## src/rtl/game_pkg.sv

```systemverilog
// Shared types and defaults for the game controller: state encoding,
// default timing/limit parameters and the score saturation helper.
package game_pkg;

    typedef enum logic [1:0] {
        ST_IDLE  = 2'd0,
        ST_RUN   = 2'd1,
        ST_DYING = 2'd2,
        ST_OVER  = 2'd3
    } game_state_e;

    localparam int TICK_DIV_DEFAULT     = 833333;
    localparam int TOP_LIMIT_DEFAULT    = 44;
    localparam int BOTTOM_LIMIT_DEFAULT = 479;
    localparam int DIE_CYCLES_DEFAULT   = 25000000;

    localparam int LOC_W   = 9;
    localparam int SCORE_W = 16;

    function automatic logic [SCORE_W-1:0] score_sat_inc(input logic [SCORE_W-1:0] value);
        return (value == {SCORE_W{1'b1}}) ? value : value + 1'b1;
    endfunction

endpackage

```

## src/rtl/game_ctrl_if.sv

```systemverilog
// Bundle of the controller's button, player-datapath and status signals.
// master = the controller, slave = the environment (buttons + player datapath).
interface game_ctrl_if;
    import game_pkg::*;

    logic                start;
    logic                flip;
    logic [LOC_W-1:0]    luc_loc;
    logic                collision;
    logic                player_rst_n;
    logic                player_en;
    logic                move_tick;
    logic                grv_req;
    logic [1:0]          state;
    logic [SCORE_W-1:0]  score;

    modport master (
        input  start, flip, luc_loc, collision,
        output player_rst_n, player_en, move_tick, grv_req, state, score
    );

    modport slave (
        output start, flip, luc_loc, collision,
        input  player_rst_n, player_en, move_tick, grv_req, state, score
    );

endinterface

```

## src/rtl/edge_detect.sv

```systemverilog
// Rising-edge detector: pulse is a registered one-cycle event in the cycle
// after a 0->1 transition of level has been sampled.
module edge_detect (
    input  logic clk_i,
    input  logic rst_i,
    input  logic level,
    output logic pulse
);

    logic level_d_reg;
    logic pulse_reg;

    always_ff @(posedge clk_i) begin
        if (rst_i) begin
            level_d_reg <= 1'b0;
            pulse_reg   <= 1'b0;
        end else begin
            level_d_reg <= level;
            pulse_reg   <= level & ~level_d_reg;
        end
    end

    assign pulse = pulse_reg;

endmodule

```

## src/rtl/game_ctrl.sv

```systemverilog
// Game controller: run/dying/over sequencing, move-tick generation,
// gated gravity-flip requests and a saturating survival score.
module game_ctrl
    import game_pkg::*;
#(
    parameter int TickDiv     = TICK_DIV_DEFAULT,
    parameter int TopLimit    = TOP_LIMIT_DEFAULT,
    parameter int BottomLimit = BOTTOM_LIMIT_DEFAULT,
    parameter int DieCycles   = DIE_CYCLES_DEFAULT
) (
    input  logic         clk_i,
    input  logic         rst_i,
    game_ctrl_if.master  bus
);

    localparam int TickW = (TickDiv > 1) ? $clog2(TickDiv) : 1;
    localparam int DieW  = (DieCycles > 1) ? $clog2(DieCycles) : 1;
    localparam logic [TickW-1:0] TickLast = TickW'(TickDiv - 1);
    localparam logic [DieW-1:0]  DieLast  = DieW'(DieCycles - 1);

    game_state_e         state_reg;
    game_state_e         state_next;
    logic [TickW-1:0]    tick_cnt_reg;
    logic [DieW-1:0]     die_cnt_reg;
    logic                pending_reg;
    logic [SCORE_W-1:0]  score_reg;
    logic                player_rst_n_reg;

    logic start_pulse;
    logic flip_pulse;
    logic in_run;
    logic move_tick;
    logic out_of_bounds;
    logic fatal_tick;
    logic run_entry;

    edge_detect u_start_edge (
        .clk_i (clk_i),
        .rst_i (rst_i),
        .level (bus.start),
        .pulse (start_pulse)
    );

    edge_detect u_flip_edge (
        .clk_i (clk_i),
        .rst_i (rst_i),
        .level (bus.flip),
        .pulse (flip_pulse)
    );

    assign in_run        = (state_reg == ST_RUN);
    assign move_tick     = in_run && (tick_cnt_reg == TickLast);
    assign out_of_bounds = (bus.luc_loc <= LOC_W'(TopLimit)) || (bus.luc_loc >= LOC_W'(BottomLimit));
    assign fatal_tick    = move_tick && out_of_bounds;
    assign run_entry     = (state_next == ST_RUN) && !in_run;

    always_ff @(posedge clk_i) begin
        if (rst_i) begin
            state_reg <= ST_IDLE;
        end else begin
            state_reg <= state_next;
        end
    end

    always_comb begin
        state_next = state_reg;
        unique case (state_reg)
            ST_IDLE, ST_OVER: if (start_pulse)              state_next = ST_RUN;
            ST_RUN:           if (fatal_tick)               state_next = ST_DYING;
            ST_DYING:         if (die_cnt_reg == DieLast)   state_next = ST_OVER;
            default:                                        state_next = ST_IDLE;
        endcase
    end

    // A flip edge landing on the tick itself is served immediately, hence the OR with flip_pulse.
    always_comb begin
        bus.player_en    = in_run;
        bus.move_tick    = move_tick;
        bus.grv_req      = move_tick && !fatal_tick && bus.collision && (pending_reg || flip_pulse);
        bus.state        = state_reg;
        bus.score        = score_reg;
        bus.player_rst_n = player_rst_n_reg;
    end

    always_ff @(posedge clk_i) begin
        if (rst_i) begin
            tick_cnt_reg     <= '0;
            die_cnt_reg      <= '0;
            pending_reg      <= 1'b0;
            score_reg        <= '0;
            player_rst_n_reg <= 1'b0;
        end else begin
            if (in_run) begin
                tick_cnt_reg <= move_tick ? '0 : tick_cnt_reg + 1'b1;
            end else begin
                tick_cnt_reg <= '0;
            end

            if (state_reg == ST_DYING) begin
                die_cnt_reg <= (die_cnt_reg == DieLast) ? '0 : die_cnt_reg + 1'b1;
            end else begin
                die_cnt_reg <= '0;
            end

            // At most one request is held, and only until the next tick.
            if (!in_run || move_tick) begin
                pending_reg <= 1'b0;
            end else if (flip_pulse) begin
                pending_reg <= 1'b1;
            end

            if (run_entry) begin
                score_reg <= '0;
            end else if (move_tick && !fatal_tick) begin
                score_reg <= score_sat_inc(score_reg);
            end

            player_rst_n_reg <= !run_entry;
        end
    end

endmodule

```

## src/flat_wrapper.sv

```systemverilog
// flat-port wrapper written by rule: the top's interface ports become plain ports
module game_ctrl_flat import game_pkg::*;
#(
    parameter int TickDiv     = TICK_DIV_DEFAULT,
    parameter int TopLimit    = TOP_LIMIT_DEFAULT,
    parameter int BottomLimit = BOTTOM_LIMIT_DEFAULT,
    parameter int DieCycles   = DIE_CYCLES_DEFAULT
)
  (clk_i, rst_i, bus_start, bus_flip, bus_luc_loc, bus_collision, bus_player_rst_n, bus_player_en, bus_move_tick, bus_grv_req, bus_state, bus_score);
  game_ctrl_if bus_i ();
  input  logic clk_i;
  input  logic rst_i;
  input wire logic [$bits(bus_i.start)-1:0] bus_start;
  input wire logic [$bits(bus_i.flip)-1:0] bus_flip;
  input wire logic [$bits(bus_i.luc_loc)-1:0] bus_luc_loc;
  input wire logic [$bits(bus_i.collision)-1:0] bus_collision;
  output wire logic [$bits(bus_i.player_rst_n)-1:0] bus_player_rst_n;
  output wire logic [$bits(bus_i.player_en)-1:0] bus_player_en;
  output wire logic [$bits(bus_i.move_tick)-1:0] bus_move_tick;
  output wire logic [$bits(bus_i.grv_req)-1:0] bus_grv_req;
  output wire logic [$bits(bus_i.state)-1:0] bus_state;
  output wire logic [$bits(bus_i.score)-1:0] bus_score;
  assign bus_i.start = bus_start;
  assign bus_i.flip = bus_flip;
  assign bus_i.luc_loc = bus_luc_loc;
  assign bus_i.collision = bus_collision;
  assign bus_player_rst_n = bus_i.player_rst_n;
  assign bus_player_en = bus_i.player_en;
  assign bus_move_tick = bus_i.move_tick;
  assign bus_grv_req = bus_i.grv_req;
  assign bus_state = bus_i.state;
  assign bus_score = bus_i.score;
  game_ctrl #(.TickDiv(TickDiv), .TopLimit(TopLimit), .BottomLimit(BottomLimit), .DieCycles(DieCycles)) u_core (.clk_i(clk_i), .rst_i(rst_i), .bus(bus_i));
endmodule
```

## config.mk

```make
export PLATFORM = sky130hd
export DESIGN_NAME = game_ctrl_flat
export DESIGN_NICKNAME = d
export VERILOG_FILES = /design/src/rtl/game_pkg.sv /design/src/rtl/game_ctrl_if.sv /design/src/rtl/edge_detect.sv /design/src/rtl/game_ctrl.sv /design/src/flat_wrapper.sv
export SDC_FILE = /design/constraint.sdc
export NUM_CORES = 1
export LEC_CHECK = 0
export CAP_MARGIN = 20
export CORE_MARGIN = 3
export CORE_UTILIZATION = 50
export CTS_BUF_LIST = sky130_fd_sc_hd__clkbuf_16
export DETAILED_ROUTE_END_ITERATION = 6
export GPL_TIMING_DRIVEN = 0
export PLACE_DENSITY = 0.8
export REMOVE_ABC_BUFFERS = 1
export SLEW_MARGIN = 20
export SYNTH_ARGS = -nofsm -noshare
export SYNTH_HDL_FRONTEND = slang
export SYNTH_SLANG_ARGS = --single-unit
```

## constraint.sdc

```tcl
create_clock -name clk_i -period 5.65 [get_ports clk_i]
set_input_delay 1.13 -clock clk_i [delete_from_list [all_inputs] [get_ports clk_i]]
set_output_delay 1.13 -clock clk_i [all_outputs]
set_load 0.02 [all_outputs]
```

==> flow_summary.rst, run 1 <==
.. list-table::
   :header-rows: 1

   * - Metric
     - Value
   * - Fraction of met3 tracks used by global routing
     - 0.0442
   * - Placed Cells incl. Taps
     - approximately 480
   * - Floorplan core area
     - a little over 0.006 mm^2
   * - First-pass GRT wire length
     - 11400 um
   * - Pin count of the biggest net entering global routing
     - 32
   * - Hpwl dp
     - 4480 um
   * - Vertical die dimension
     - 86.1 um
   * - Switching Power
     - 0.206 mW
   * - Cell chosen for the clock root
     - clkbuf_16
   * - Clock transition at the registers of the reported paths
     - 50 ps
   * - Count of boundary I/O pins
     - 36
   * - Top cells by area, synth
     - dfxtp_1 (43%), xnor2_1 (5.5%), nor2_1 (5.4%)
   * - Highest clock rate
     - 0.224 GHz
   * - Top_reg_cell synth
     - dfxtp_1
   * - Final hold violations
     - 0
   * - Number of I/O port buffers
     - 35
   * - Sequential Power Share
     - 0.494
   * - Die area
     - 0.00742 mm^2
   * - Vias in the first global route
     - between 2000 and 3000
   * - Via/cell ratio
     - 5.58
   * - Total wirelength of the detailed-routed design
     - around 6400 um
   * - Filler-free cell count of the finished design
     - 490
   * - Share of synthesized registers carrying an async set or reset
     - 0
   * - Number of cells on the worst reg-to-reg path
     - 5
   * - Clock tree sinks
     - 69
   * - Most used cells in the layout excluding fill and tap cells
     - dfxtp_1 (69), nor2_1 (46), clkdlybuf4s50_1 (35), a21oi_1 (23), nand3_1 (21)
   * - Internal power
     - 0.792 mW
   * - Maximum net fanout on the critical path
     - 3
   * - Share of layout cells above drive strength 1
     - 0.0434
   * - Count of fill cells added during filler insertion
     - between 500 and 600
   * - Number of core rows
     - 28
   * - Max FFs per register
     - 25
   * - Number of buffers on the longest clock path
     - 2
   * - Die width
     - 86.1 um
   * - Setup repair after global routing missed its margin
     - false
   * - Synthesized instance count
     - 374
   * - Slew at the pin with the worst max-slew slack
     - between 800 and 900 ps
   * - Tcrit/Tclk final
     - 0.791
   * - Startpoint type of the worst setup path
     - input pin
   * - Worst hold stages
     - 1
   * - All-layer global routing usage
     - 0.191
   * - Routed length per placed instance
     - 13.0 um
   * - Shortest clock period the worst path allows after layout
     - 4470 ps
   * - Seq/Total Area, Yosys
     - 0.430
   * - Busiest metal layer after global routing
     - met2
   * - Required time of the critical path
     - between 4000 and 5000 ps
   * - Total number of vias
     - 2734
   * - Most area-hungry cell type in the Yosys netlist
     - dfxtp_1
   * - CTS tree
     - done
   * - Detailed Routing Iterations Pass 1
     - 5
   * - Initial cell density of the core
     - 0.530
   * - Total clock buffers created by CTS
     - 9
   * - Relative max-transition margin
     - 0.436
   * - Flip-flop and latch count after synthesis
     - between 60 and 70
   * - Clock latency of the later-clocked register in the worst-skew pair
     - 320 ps
   * - Area growth from synthesis to layout
     - 21.0%
   * - Overflow left after global routing
     - 0
   * - VDD IR-drop max
     - 0.219 mV
   * - Run status
     - completed
   * - Post-synthesis instance area
     - 0.00321 mm^2
   * - Post-synth EDFFs
     - 0
   * - Share of total power in combinational logic
     - 0.035
   * - Crit Path Category
     - input pin to output port
   * - Mean area per synthesized cell
     - between 8 and 9 um^2
   * - Critical path arrival
     - around 3300 ps
   * - Slew Limit Fails
     - 0
   * - Net switching fraction of the power
     - 0.206
   * - Setup crit end kind
     - output port
   * - Number of setup violations in the final report
     - 0
   * - Fin Clk Skew
     - 4.20 ps
   * - Post-layout nets
     - 432
   * - Max-cap violations
     - 0
   * - Count of hold-fix buffers inserted at cts
     - 0
   * - Resize count post-CTS
     - 0
   * - Met2 GRT Util
     - 0.300
   * - Routability Congestion
     - 0.772
   * - Met1 track demand over resource
     - 0.247
   * - Power per unit of standard cell area
     - 257 mW/mm^2
   * - Setup Total Neg Slack
     - 0 ps
   * - # Post-CTS Setup Buffers
     - 0
   * - Class of the worst hold path
     - flop to flop
   * - Leakage component of the power
     - around 1.2 nW
   * - Syn. warnings
     - 0
   * - Initial DRC Count
     - between 150 and 200
   * - H-tree level count
     - 3
   * - Antenna violations before repair
     - 0
   * - Share of the synthesized area in the top cell type
     - 0.430
   * - Count of unique library cells instantiated by Yosys
     - 38
   * - Antenna diode count
     - 0
   * - Clock network fraction of total power
     - 0.471
   * - Drt drc
     - 0
   * - Detail Route Antenna Nets
     - 0
   * - Most common cell after layout, fill and taps aside
     - dfxtp_1
logic make-up (layout without fill, tap and decap cells):
kind of cell,Yosys count,after routing,synth area share
AND/OR/NAND/NOR,177,177,0.301
AO/OA/AOI/OAI,57,57,0.111
adder cells (fa/ha/maj),7,7,0.0273
flip-flops,69,69,0.430
XOR/XNOR,35,35,0.0955
buffers and inverters,29,70,0.0351
worst paths after layout:
kind	start	end	slack, ps
worst min register to register	u_core.u_flip_edge.level_d_reg$_SDFF_PP0_	u_core.u_flip_edge.pulse$_SDFF_PP0_	380
worst min-delay path	u_core.u_flip_edge.level_d_reg$_SDFF_PP0_	u_core.u_flip_edge.pulse$_SDFF_PP0_	380
worst max-delay path	bus_luc_loc[4]	bus_grv_req	1180
worst max register to register	u_core.tick_cnt_reg[15]$_SDFF_PP0_	u_core.bus.score[4]$_SDFFE_PP0P_	3370
critical path, cell delays in order:
cell and delay [ps]:
clkdlybuf4s50_1 420, and3_1 190, a311oi_1 580, nor2_1 180, nor3_1 200, clkdlybuf4s50_1 640
stage by stage:
step                total power, mW  cell area [um^2]  hold WS, ps  setup WS [ps]   util
finish                        0.997              3880          385           1180  0.641
global route                   1.03              3880          398           1000  0.641
CTS                            1.01              3870          386           1280  0.639
detailed placement            0.537              3620          373           1280  0.598
global placement              0.536              3610          372           1320  0.595
floorplan                     0.518              3160          367           2190      -
power by group through the flow:
| stage | clock network (mW) | logic, mW | registers, mW |
|---|---|---|---|
| finish | 0.470 | 0.0348 | 0.493 |
| global route | 0.504 | 0.0379 | 0.492 |
| CTS | 0.481 | 0.0343 | 0.492 |
| detailed placement | 0 | 0.0341 | 0.503 |
| global placement | 0 | 0.0337 | 0.502 |
| floorplan | 0 | 0.0147 | 0.504 |
cell usage after synthesis, drive strengths merged (6+ instances only):
library cell and n:
dfxtp 69, nor2 47, a21oi 23, nand3 21
xnor2 20, inv 18, nand2 18, xor2 15
nor3 14, nand4 13, o21ai 12, or4 12
and4 10, nor4 10, o31ai 10, or3 10
clkbuf 8, ha 7, and2 6, and3 6
final cells by class:
type | count | area (um^2) | share of cell area
Tap cell | 75 | 93.8 | 0.0242
Clock buffer | 9 | 225 | 0.0580
Sequential cell | 69 | 1380 | 0.356
Clock inverter | 6 | 23.8 | 0.00612
Multi-Input combinational cell | 276 | 1730 | 0.445
Timing Repair Buffer | 37 | 365 | 0.0941
Inverter | 18 | 67.6 | 0.0174
layer usage:
metal,vias to the layer above,wire length (um),part of all wire
met5,-,0,0
met4,0,109,0.017
met3,9,258,0.040
met2,47,2980,0.47
met1,1257,3040,0.48
li1,1421,-,-
(Power assumes the default switching activity.)
==> run 2: changes to the inputs <==
--- a/config.mk
+++ b/config.mk
@@ -11,7 +11,7 @@
 export CTS_BUF_LIST = sky130_fd_sc_hd__clkbuf_16
 export DETAILED_ROUTE_END_ITERATION = 6
 export GPL_TIMING_DRIVEN = 0
-export PLACE_DENSITY = 0.8
+export PLACE_DENSITY = 0.83
 export REMOVE_ABC_BUFFERS = 1
 export SLEW_MARGIN = 20
 export SYNTH_ARGS = -nofsm -noshare
==> constraint.sdc (replaced) <==
create_clock -name clk_i -period 3.7 [get_ports clk_i]
set_input_delay 0.74 -clock clk_i [delete_from_list [all_inputs] [get_ports clk_i]]
set_output_delay 0.74 -clock clk_i [all_outputs]
set_load 0.02 [all_outputs]
==> flow_summary.rst, run 2 (same netlist as run 1, synthesis figures left out) <==
.. list-table::
   :header-rows: 1

   * - Metric
     - Value
   * - Sequential cell area
     - 0.00138 mm^2 (unchanged)
   * - Maximum net fanout on the critical path
     - 4 (+1)
   * - Placed Cells incl. Taps
     - 475 (unchanged)
   * - CTS tree
     - done
   * - Routed length per placed instance
     - 14.1 um (+8.3%)
   * - Relative max-transition margin
     - 0.408 (-0.0276)
   * - Setup crit end kind
     - output port
   * - Clock tree sinks
     - 69 (unchanged)
   * - Critical path arrival
     - 2740 ps (-600 ps)
   * - Final std cell area, no fill
     - 0.00396 mm^2 (+1.8%)
   * - Vias in the first global route
     - 2765 (+7.0%)
   * - Total number of vias
     - 2844 (+4.0%)
   * - H-tree level count
     - 3 (unchanged)
   * - Area used by multi-input combinational logic
     - 0.00172 mm^2 (-0.29%)
   * - Clock transition at the registers of the reported paths
     - 60 ps (about the same)
   * - Number of I/O port buffers
     - 35 (unchanged)
   * - Endpoint of the worst hold-timing path
     - u_core.u_start_edge.pulse$_SDFF_PP0_
   * - Slew Limit Fails
     - 0 (unchanged)
   * - Worst hold stages
     - 1 (unchanged)
   * - Area growth from synthesis to layout
     - 23.2%
   * - Leakage component of the power
     - 1.21 nW (+2.3%)
   * - # Post-CTS Setup Buffers
     - 0 (unchanged)
   * - Class of the worst hold path
     - flop to flop
   * - Most common cell after layout, fill and taps aside
     - dfxtp_1
   * - Final hold violations
     - 0 (unchanged)
   * - Cell Area, Placed
     - 0.00362 mm^2 (unchanged)
   * - Max FFs per register
     - 25 (unchanged)
   * - Run status
     - completed
   * - Count of fill cells added during filler insertion
     - 519 (+3.0%)
   * - Routability Congestion
     - 0.742 (-3.9%)
   * - Worst flop-to-flop path startpoint
     - u_core.die_cnt_reg[0]$_SDFF_PP0_
   * - Post-layout nets
     - 433 (+0.23%)
   * - Clock latency of the later-clocked register in the worst-skew pair
     - 330 ps (about the same)
   * - First-pass GRT wire length
     - 12100 um (+5.8%)
   * - Floorplan core area
     - 0.00606 mm^2 (unchanged)
   * - Number of buffers on the longest clock path
     - 2 (unchanged)
   * - Number of core rows
     - 28 (unchanged)
   * - Antenna violations before repair
     - 0 (unchanged)
   * - Die width
     - 86.1 um (unchanged)
   * - Most used cells in the layout excluding fill and tap cells
     - dfxtp_1 (69), nor2_1 (46), clkdlybuf4s50_1 (35), a21oi_1 (23), nand3_1 (21)
   * - Reg-to-reg critical path endpoint
     - u_core.bus.score[14]$_SDFFE_PP0P_
   * - Share of layout cells above drive strength 1
     - 0.0576 (+0.0142)
   * - Setup repair after global routing missed its margin
     - false
   * - Antenna diode count
     - 0 (unchanged)
   * - Initial cell density of the core
     - 0.530 (unchanged)
   * - Crit Path Category
     - input pin to output port
   * - Setup slack of the worst register-to-register path
     - 1350 ps (-2020 ps)
   * - Count of boundary I/O pins
     - 36 (unchanged)
   * - Vertical die dimension
     - 86.1 um (unchanged)
   * - Shortest clock period the worst path allows after layout
     - ~3500 ps
   * - Hpwl dp
     - 4750 um (+6.0%)
   * - Count of hold-fix buffers inserted at cts
     - 0 (unchanged)
   * - Launch instance of the worst min-delay path
     - u_core.u_start_edge.level_d_reg$_SDFF_PP0_
   * - Max-cap violations
     - 0 (unchanged)
   * - Die area
     - 0.00742 mm^2 (unchanged)
   * - Tcrit/Tclk final
     - 0.941
   * - Overflow left after global routing
     - 0 (unchanged)
   * - Resize count post-CTS
     - 0 (unchanged)
   * - Initial DRC Count
     - 135 (-22%)
   * - Slew at the pin with the worst max-slew slack
     - 881 ps (+41.0 ps)
   * - Power per unit of standard cell area
     - 432 mW/mm^2 (+68%)
   * - Number of cells on the worst reg-to-reg path
     - 6 (+1)
   * - Filler-free cell count of the finished design
     - 492 (+0.41%)
   * - Number of setup violations in the final report
     - 0 (unchanged)
   * - Total clock buffers created by CTS
     - 9 (unchanged)
   * - All-layer global routing usage
     - 0.205 (+0.0140)
   * - VDD IR-drop max
     - 0.290 mV (+32%)
   * - Cell chosen for the clock root
     - clkbuf_16
   * - Total wirelength of the detailed-routed design
     - 6950 um (+8.7%)
   * - Fin Clk Skew
     - 7.74 ps (+3.53 ps)
   * - Startpoint type of the worst setup path
     - input pin
   * - Setup Total Neg Slack
     - 0 ps (unchanged)
   * - Pin count of the biggest net entering global routing
     - 32 (unchanged)
   * - Highest clock rate
     - 0.287 GHz
   * - Via/cell ratio
     - 5.78 (+3.6%)
   * - Drt drc
     - 0 (unchanged)
   * - Detail Route Antenna Nets
     - 0 (unchanged)
   * - Detailed Routing Iterations Pass 1
     - 4 (-1)
   * - Required time of the critical path
     - 2960 ps (-1560 ps)
-- run 2: how the worst max path moves through the flow --
| stage | from | to | slack, ps | depth (start not counted) |
|---|---|---|---|---|
| 3_3_place_gp | bus_luc_loc[4] | bus_grv_req | 160 | 6 |
| 2_1_floorplan | bus_luc_loc[4] | bus_grv_req | 1020 | 4 |
| 6_report | bus_luc_loc[8] | bus_grv_req | 220 | 6 |
| 5_1_grt | bus_luc_loc[8] | bus_grv_req | 70 | 6 |
| 4_1_cts | bus_luc_loc[4] | bus_grv_req | 130 | 6 |
| 3_5_place_dp | bus_luc_loc[4] | bus_grv_req | 130 | 6 |
-- run 2: layout make-up --
| class | count | area share |
|---|---|---|
| Clock buffer | 9 | 0.0569 |
| Clock inverter | 7 | 0.0225 |
| Inverter | 18 | 0.0171 |
| Multi-Input combinational cell | 276 | 0.435 |
| Sequential cell | 69 | 0.349 |
| Timing Repair Buffer | 38 | 0.0952 |
| Tap cell | 75 | 0.0237 |
-- run 2: where the power goes --
part	switching [mW]	internal [mW]	leakage, nW
sequential	0.00321	0.748	0.557
clock	0.317	0.586	0.151
combinational	0.0287	0.0253	0.506
total	0.349	1.36	1.21
-- run 2: per-layer routing --
metal	GRT usage	routed length [um]	part of all wire	vias to the layer above
met2	0.342	3400	0.49	62
met4	0.0906	173	0.025	0
met5	0	0	0	-
met1	0.240	3090	0.44	1342
li1	-	-	-	1424
met3	0.0624	284	0.041	16
-- run 2: critical path, cell delays in order --
cell	delay [ps]
clkdlybuf4s50_1	460
and3_1	200
a211oi_1	370
nor2_1	140
nor3_1	190
clkdlybuf4s50_1	640
-- run 2: metrics by stage --
step | worst slack (ps) | power (mW) | hold WS (ps) | utilization
4_1_cts | 129 | 1.72 | 382 | 0.650
6_report | 219 | 1.71 | 384 | 0.653
5_1_grt | 70.0 | 1.77 | 408 | 0.653
3_3_place_gp | 158 | 0.818 | 373 | 0.595
2_1_floorplan | 1020 | 0.791 | 367 | -
3_5_place_dp | 129 | 0.821 | 375 | 0.598
